`config.mk`:
```
export PLATFORM = sky130hd
export DESIGN_NAME = wave_xfade_selector
export DESIGN_NICKNAME = d
export VERILOG_FILES = /design/src/rtl/wave_xfade_selector.sv
export SDC_FILE = /design/constraint.sdc
export NUM_CORES = 1
export LEC_CHECK = 0
export ABC_AREA = 1
export CAP_MARGIN = 20
export CORE_ASPECT_RATIO = 2
export CORE_MARGIN = 4
export CORE_UTILIZATION = 43
export CTS_CLUSTER_DIAMETER = 80
export DETAILED_ROUTE_END_ITERATION = 10
export GPL_ROUTABILITY_DRIVEN = 0
export PLACE_DENSITY_LB_ADDON = 0.1
export RECOVER_POWER = 100
export SLEW_MARGIN = 20
export SYNTH_ARGS = -nofsm -noshare
export SYNTH_HDL_FRONTEND = slang
export SYNTH_SLANG_ARGS = --single-unit
```
`constraint.sdc`:
```
create_clock -name clk -period 14.4 [get_ports clk]
set_input_delay 2.88 -clock clk [delete_from_list [all_inputs] [get_ports clk]]
set_output_delay 2.88 -clock clk [all_outputs]
set_load 0.05 [all_outputs]
```
`src/rtl/wave_xfade_selector.sv`:
```
// N-channel waveform selector that blends between channels with a linear crossfade
// over 2^FADE_LOG2 sample strobes instead of switching with a hard cut.
module wave_xfade_selector #(
  parameter int DATA_W    = 16,
  parameter int N_CH      = 5,
  parameter int SEL_W     = 3,
  parameter int FADE_LOG2 = 4
) (
  input  logic                     clk,
  input  logic                     rst,
  input  logic                     sample_en,
  input  logic [N_CH*DATA_W-1:0]   wave_in,
  input  logic [SEL_W-1:0]         waveform_sel,
  output logic [DATA_W-1:0]        wave_out,
  output logic                     wave_valid,
  output logic                     busy,
  output logic [SEL_W-1:0]         active_sel,
  output logic                     dbg_state
);

  localparam int N  = 1 << FADE_LOG2;
  localparam int KW = FADE_LOG2 + 1;
  localparam int MW = DATA_W + FADE_LOG2 + 1;

  typedef enum logic {
    S_IDLE = 1'b0,
    S_FADE = 1'b1
  } state_t;

  state_t              r_state;
  state_t              w_state_nxt;
  logic [KW-1:0]       r_k;
  logic [KW-1:0]       w_k_nxt;
  logic [SEL_W-1:0]    r_target;
  logic [SEL_W-1:0]    w_target_nxt;
  logic [SEL_W-1:0]    r_active;
  logic [SEL_W-1:0]    w_active_nxt;
  logic [DATA_W-1:0]   r_out;
  logic [DATA_W-1:0]   w_out_nxt;
  logic                r_valid;
  logic                r_busy;
  logic                w_busy_nxt;

  logic [SEL_W-1:0]    w_mix_sel;
  logic [KW-1:0]       w_mix_k;
  logic [KW-1:0]       w_mix_k_inv;
  logic [DATA_W-1:0]   w_ch_act;
  logic [DATA_W-1:0]   w_ch_tgt;
  logic [MW-1:0]       w_sum;
  logic [DATA_W-1:0]   w_mix;

  // In IDLE the blend previews the fade's first step toward the live request.
  assign w_mix_sel   = (r_state == S_IDLE) ? waveform_sel : r_target;
  assign w_mix_k     = (r_state == S_IDLE) ? KW'(1) : (r_k + KW'(1));
  assign w_mix_k_inv = KW'(N) - w_mix_k;

  // Out-of-range selects fall through to silence.
  always_comb begin
    w_ch_act = '0;
    w_ch_tgt = '0;
    for (int i = 0; i < N_CH; i++) begin
      if (r_active == SEL_W'(i))  w_ch_act = wave_in[i*DATA_W +: DATA_W];
      if (w_mix_sel == SEL_W'(i)) w_ch_tgt = wave_in[i*DATA_W +: DATA_W];
    end
  end

  assign w_sum = (MW'(w_ch_act) * MW'(w_mix_k_inv)) + (MW'(w_ch_tgt) * MW'(w_mix_k));
  assign w_mix = w_sum[FADE_LOG2 +: DATA_W];

  always_comb begin
    w_state_nxt  = r_state;
    w_k_nxt      = r_k;
    w_target_nxt = r_target;
    w_active_nxt = r_active;
    w_out_nxt    = r_out;
    w_busy_nxt   = r_busy;
    if (sample_en) begin
      case (r_state)
        S_IDLE: begin
          if (waveform_sel == r_active) begin
            w_out_nxt = w_ch_act;
          end else begin
            w_target_nxt = waveform_sel;
            w_k_nxt      = KW'(1);
            w_out_nxt    = w_mix;
            if (N == 1) begin
              w_active_nxt = waveform_sel;
            end else begin
              w_state_nxt = S_FADE;
              w_busy_nxt  = 1'b1;
            end
          end
        end
        S_FADE: begin
          w_k_nxt   = w_mix_k;
          w_out_nxt = w_mix;
          if (w_mix_k == KW'(N)) begin
            w_active_nxt = r_target;
            w_busy_nxt   = 1'b0;
            w_state_nxt  = S_IDLE;
          end
        end
        default: w_state_nxt = S_IDLE;
      endcase
    end
  end

  always_ff @(posedge clk) begin
    if (rst) begin
      r_state  <= S_IDLE;
      r_k      <= '0;
      r_target <= '0;
      r_active <= '0;
      r_out    <= '0;
      r_valid  <= 1'b0;
      r_busy   <= 1'b0;
    end else begin
      r_state  <= w_state_nxt;
      r_k      <= w_k_nxt;
      r_target <= w_target_nxt;
      r_active <= w_active_nxt;
      r_out    <= w_out_nxt;
      r_valid  <= sample_en;
      r_busy   <= w_busy_nxt;
    end
  end

  assign wave_out   = r_out;
  assign wave_valid = r_valid;
  assign busy       = r_busy;
  assign active_sel = r_active;
  assign dbg_state  = r_state;

endmodule

```
==> impl_metrics.tcl <==
set metrics [dict create \
    crit_type "in -> reg" \
    drc_errors 0 \
    synthTopCellsByCount "239 x inv_1, 218 x nand2_1, 115 x fa_1" \
    vdd_drop_max_mv 0.1939 \
    violations "capacitance limit, slew limit" \
    drive_gt1_share_pct 3.819 \
    total_power_mw 1.658 \
    die_w_um 100.7 \
    synth_seq_area_share_pct 8.130 \
    synth_most_common_cell "inv_1" \
    avgSynthCellArea_um2 6.949 \
    dieHeight_um 193.4 \
    hold_path.class "reg -> reg" \
    synthCells 1063 \
    placement_rows 67 \
    root_buffer "clkbuf_16" \
    cts.htree.levels 2 \
    hpwl_um 21810 \
    max-slew-margin-rel_pct -1.938 \
    synthesis.area_um2 7387 \
    clk_pin_slew_ns 0.05 \
    tightest_slew_ns 1.517 \
    core-area_um2 16850 \
    num-fill-cells 1718 \
    post-route-period-util_pct 72.18 \
    clkSinkCount 30 \
    cts_buffers 5 \
    postCtsHoldBufs 0 \
    dr_wl_met3_um 763 \
    layout_min_cycle_time_ns 10.39 \
    ys_ff_latch 30 \
    seqCellArea_um2 600.6 \
    grt_usage_pct 27.59 \
    first_global_vias 8025 \
    worst_path_max_delay_cell "nor3_1" \
    setup_violations 0 \
    topRoutingLayerUsed "met4" \
    totalWireLength_um 25650 \
    grt_max_degree 29 \
    cts_resized 0 \
    initial_core_util_pct 43.84 \
    wl_met1_um 7954 \
    nNetsFinal 1392 \
    synthFlopType "dfxtp_1" \
    synthDistinctLibCells 45 \
    dieArea_um2 19470 \
    critPathCaptureType "flip-flop" \
    grt_pass1_wl_um 41240 \
    yosys.area.top_type "fa_1" \
    antenna_found_initial 1 \
    drt_iter0_drc 354 \
    critical_path_required_ns 14.53 \
    vias 7348 \
    crit_fanout 13 \
    rsz0062_at_grt "false" \
    gr-total-overflow 0 \
    io_pins 108 \
    stdcell_count 1360 \
    place_inst 1351 \
    async_flop_share_pct 0 \
    finalMaxSlewViolations 14 \
    yosys_warnings 0 \
    vias_per_cell 5.403 \
    hold_viol_final 0 \
    first_pass_iters 5 \
    met2_length_um 14850 \
    synth_nets 1304 \
    synth_edf_count 0 \
    multi_input_area_um2 5693 \
    power_leakage_nw 4.651 \
    final.setup_skew_ns 0.005157 \
    drtAntennaViolNets 0 \
    arrival_ns 10.53 \
    fin_tns_setup_ns 0 \
    max_stage_delay_ns 1.21 \
    post-route-util_pct 52.04 \
    synth_top_cell_area_share_pct 31.17 \
    fmaxAchievable_mhz 96.22 \
    powerDensity_nw_per_um2 189.1 \
    area_growth_pct 18.70 \
    clk_latency_ns 0.29 \
    start_kind "primary input" \
    status "complete, but fails checks" \
    port_buffers 107 \
    cts_tree "built" \
    wire_per_inst_um 18.86 \
    cts_buffer_depth 2 \
    post_cts_buffers 0 \
    synth_area_leaders "fa_1 31%, inv_1 12%, nand2_1 11%, dfxtp_1 8.1%, ha_1 6.8%" \
    cap_viol_max_count 1 \
]
placed cells by master, fill, tap and decap left out, types with 30 or more instances in the layout:
master | netlist | layout
nand3_1 | 38 | 39
ha_1 | 40 | 40
nand2_1 | 218 | 221
nor2_1 | 93 | 94
o21ai_0 | 53 | 55
inv_1 | 239 | 240
fa_1 | 115 | 115
a21oi_1 | 73 | 73
clkdlybuf4s50_1 | 0 | 83
dfxtp_1 | 30 | 30
worst max-delay path, delay by kind of cell:
family,cells,cell delay [ns]
xor gates and xnor gates,1,0.15
adders and majority gates,6,2.88
buffers and inverters,6,1.30
AOI/OAI and AO/OA,6,1.51
and+or+nand+nor,7,1.79
power breakdown:
group	internal [mW]	leakage, nW	switching [mW]
Combinational	0.540	4.32	0.885
Clock	0.0782	0.0832	0.0410
Sequential	0.104	0.247	0.0103
layer usage:
metal	up-vias	global-route usage [%]
li1	3477	-
met1	3565	25.41
met2	212	53.53
met3	94	2.596
met4	0	19.19
met5	-	0
flip-flops by register name, summed over array words and instances, names as in the netlist:
signal      count
dbg_state       1
active_sel      3
r_target        3
wave_out       16
busy            1
r_k             5
wave_valid      1
stage by stage:
stage / instance area, um^2 / setup slack, ns / hold slack (ns)
after global placement: 8635 / 4.970 / 0.4520
final: 8768 / 4.007 / 0.4607
after CTS: 8801 / 5.198 / 0.4632
after floorplan: 7387 / 6.125 / 0.4411
after detailed placement: 8635 / 4.895 / 0.4547
after global routing: 8768 / 3.508 / 0.4849
cells by family after synthesis:
logic type               share of synthesized area (%)
AND/OR/NAND/NOR                                  22.56
adder cells (fa/ha/maj)                          37.94
buffers and inverters                            14.38
flip-flops                                       8.130
AO/OA/AOI/OAI                                    15.33
XOR/XNOR                                         1.660
worst paths after layout:
| kind | start | end | slack (ns) | cells past startpoint |
|---|---|---|---|---|
| hold reg to reg | wave_out[2] | wave_out[2] | 0.46 | 2 |
| hold / removal | wave_out[2] | wave_out[2] | 0.46 | 2 |
| setup reg to reg | dbg_state | wave_out[9] | 6.22 | 26 |
| setup / recovery | waveform_sel[0] | wave_out[9] | 4.01 | 26 |
final cells by class:
cell class	instances	area share (%)
flip-flops and latches	30	6.849
clock buffers	8	1.898
diodes	1	0.02854
repair buffers	115	12.86
well taps	207	2.954
multi-input cells	754	64.93
inverters	245	10.49
No activity file was read; power rests on OpenSTA's default activity.
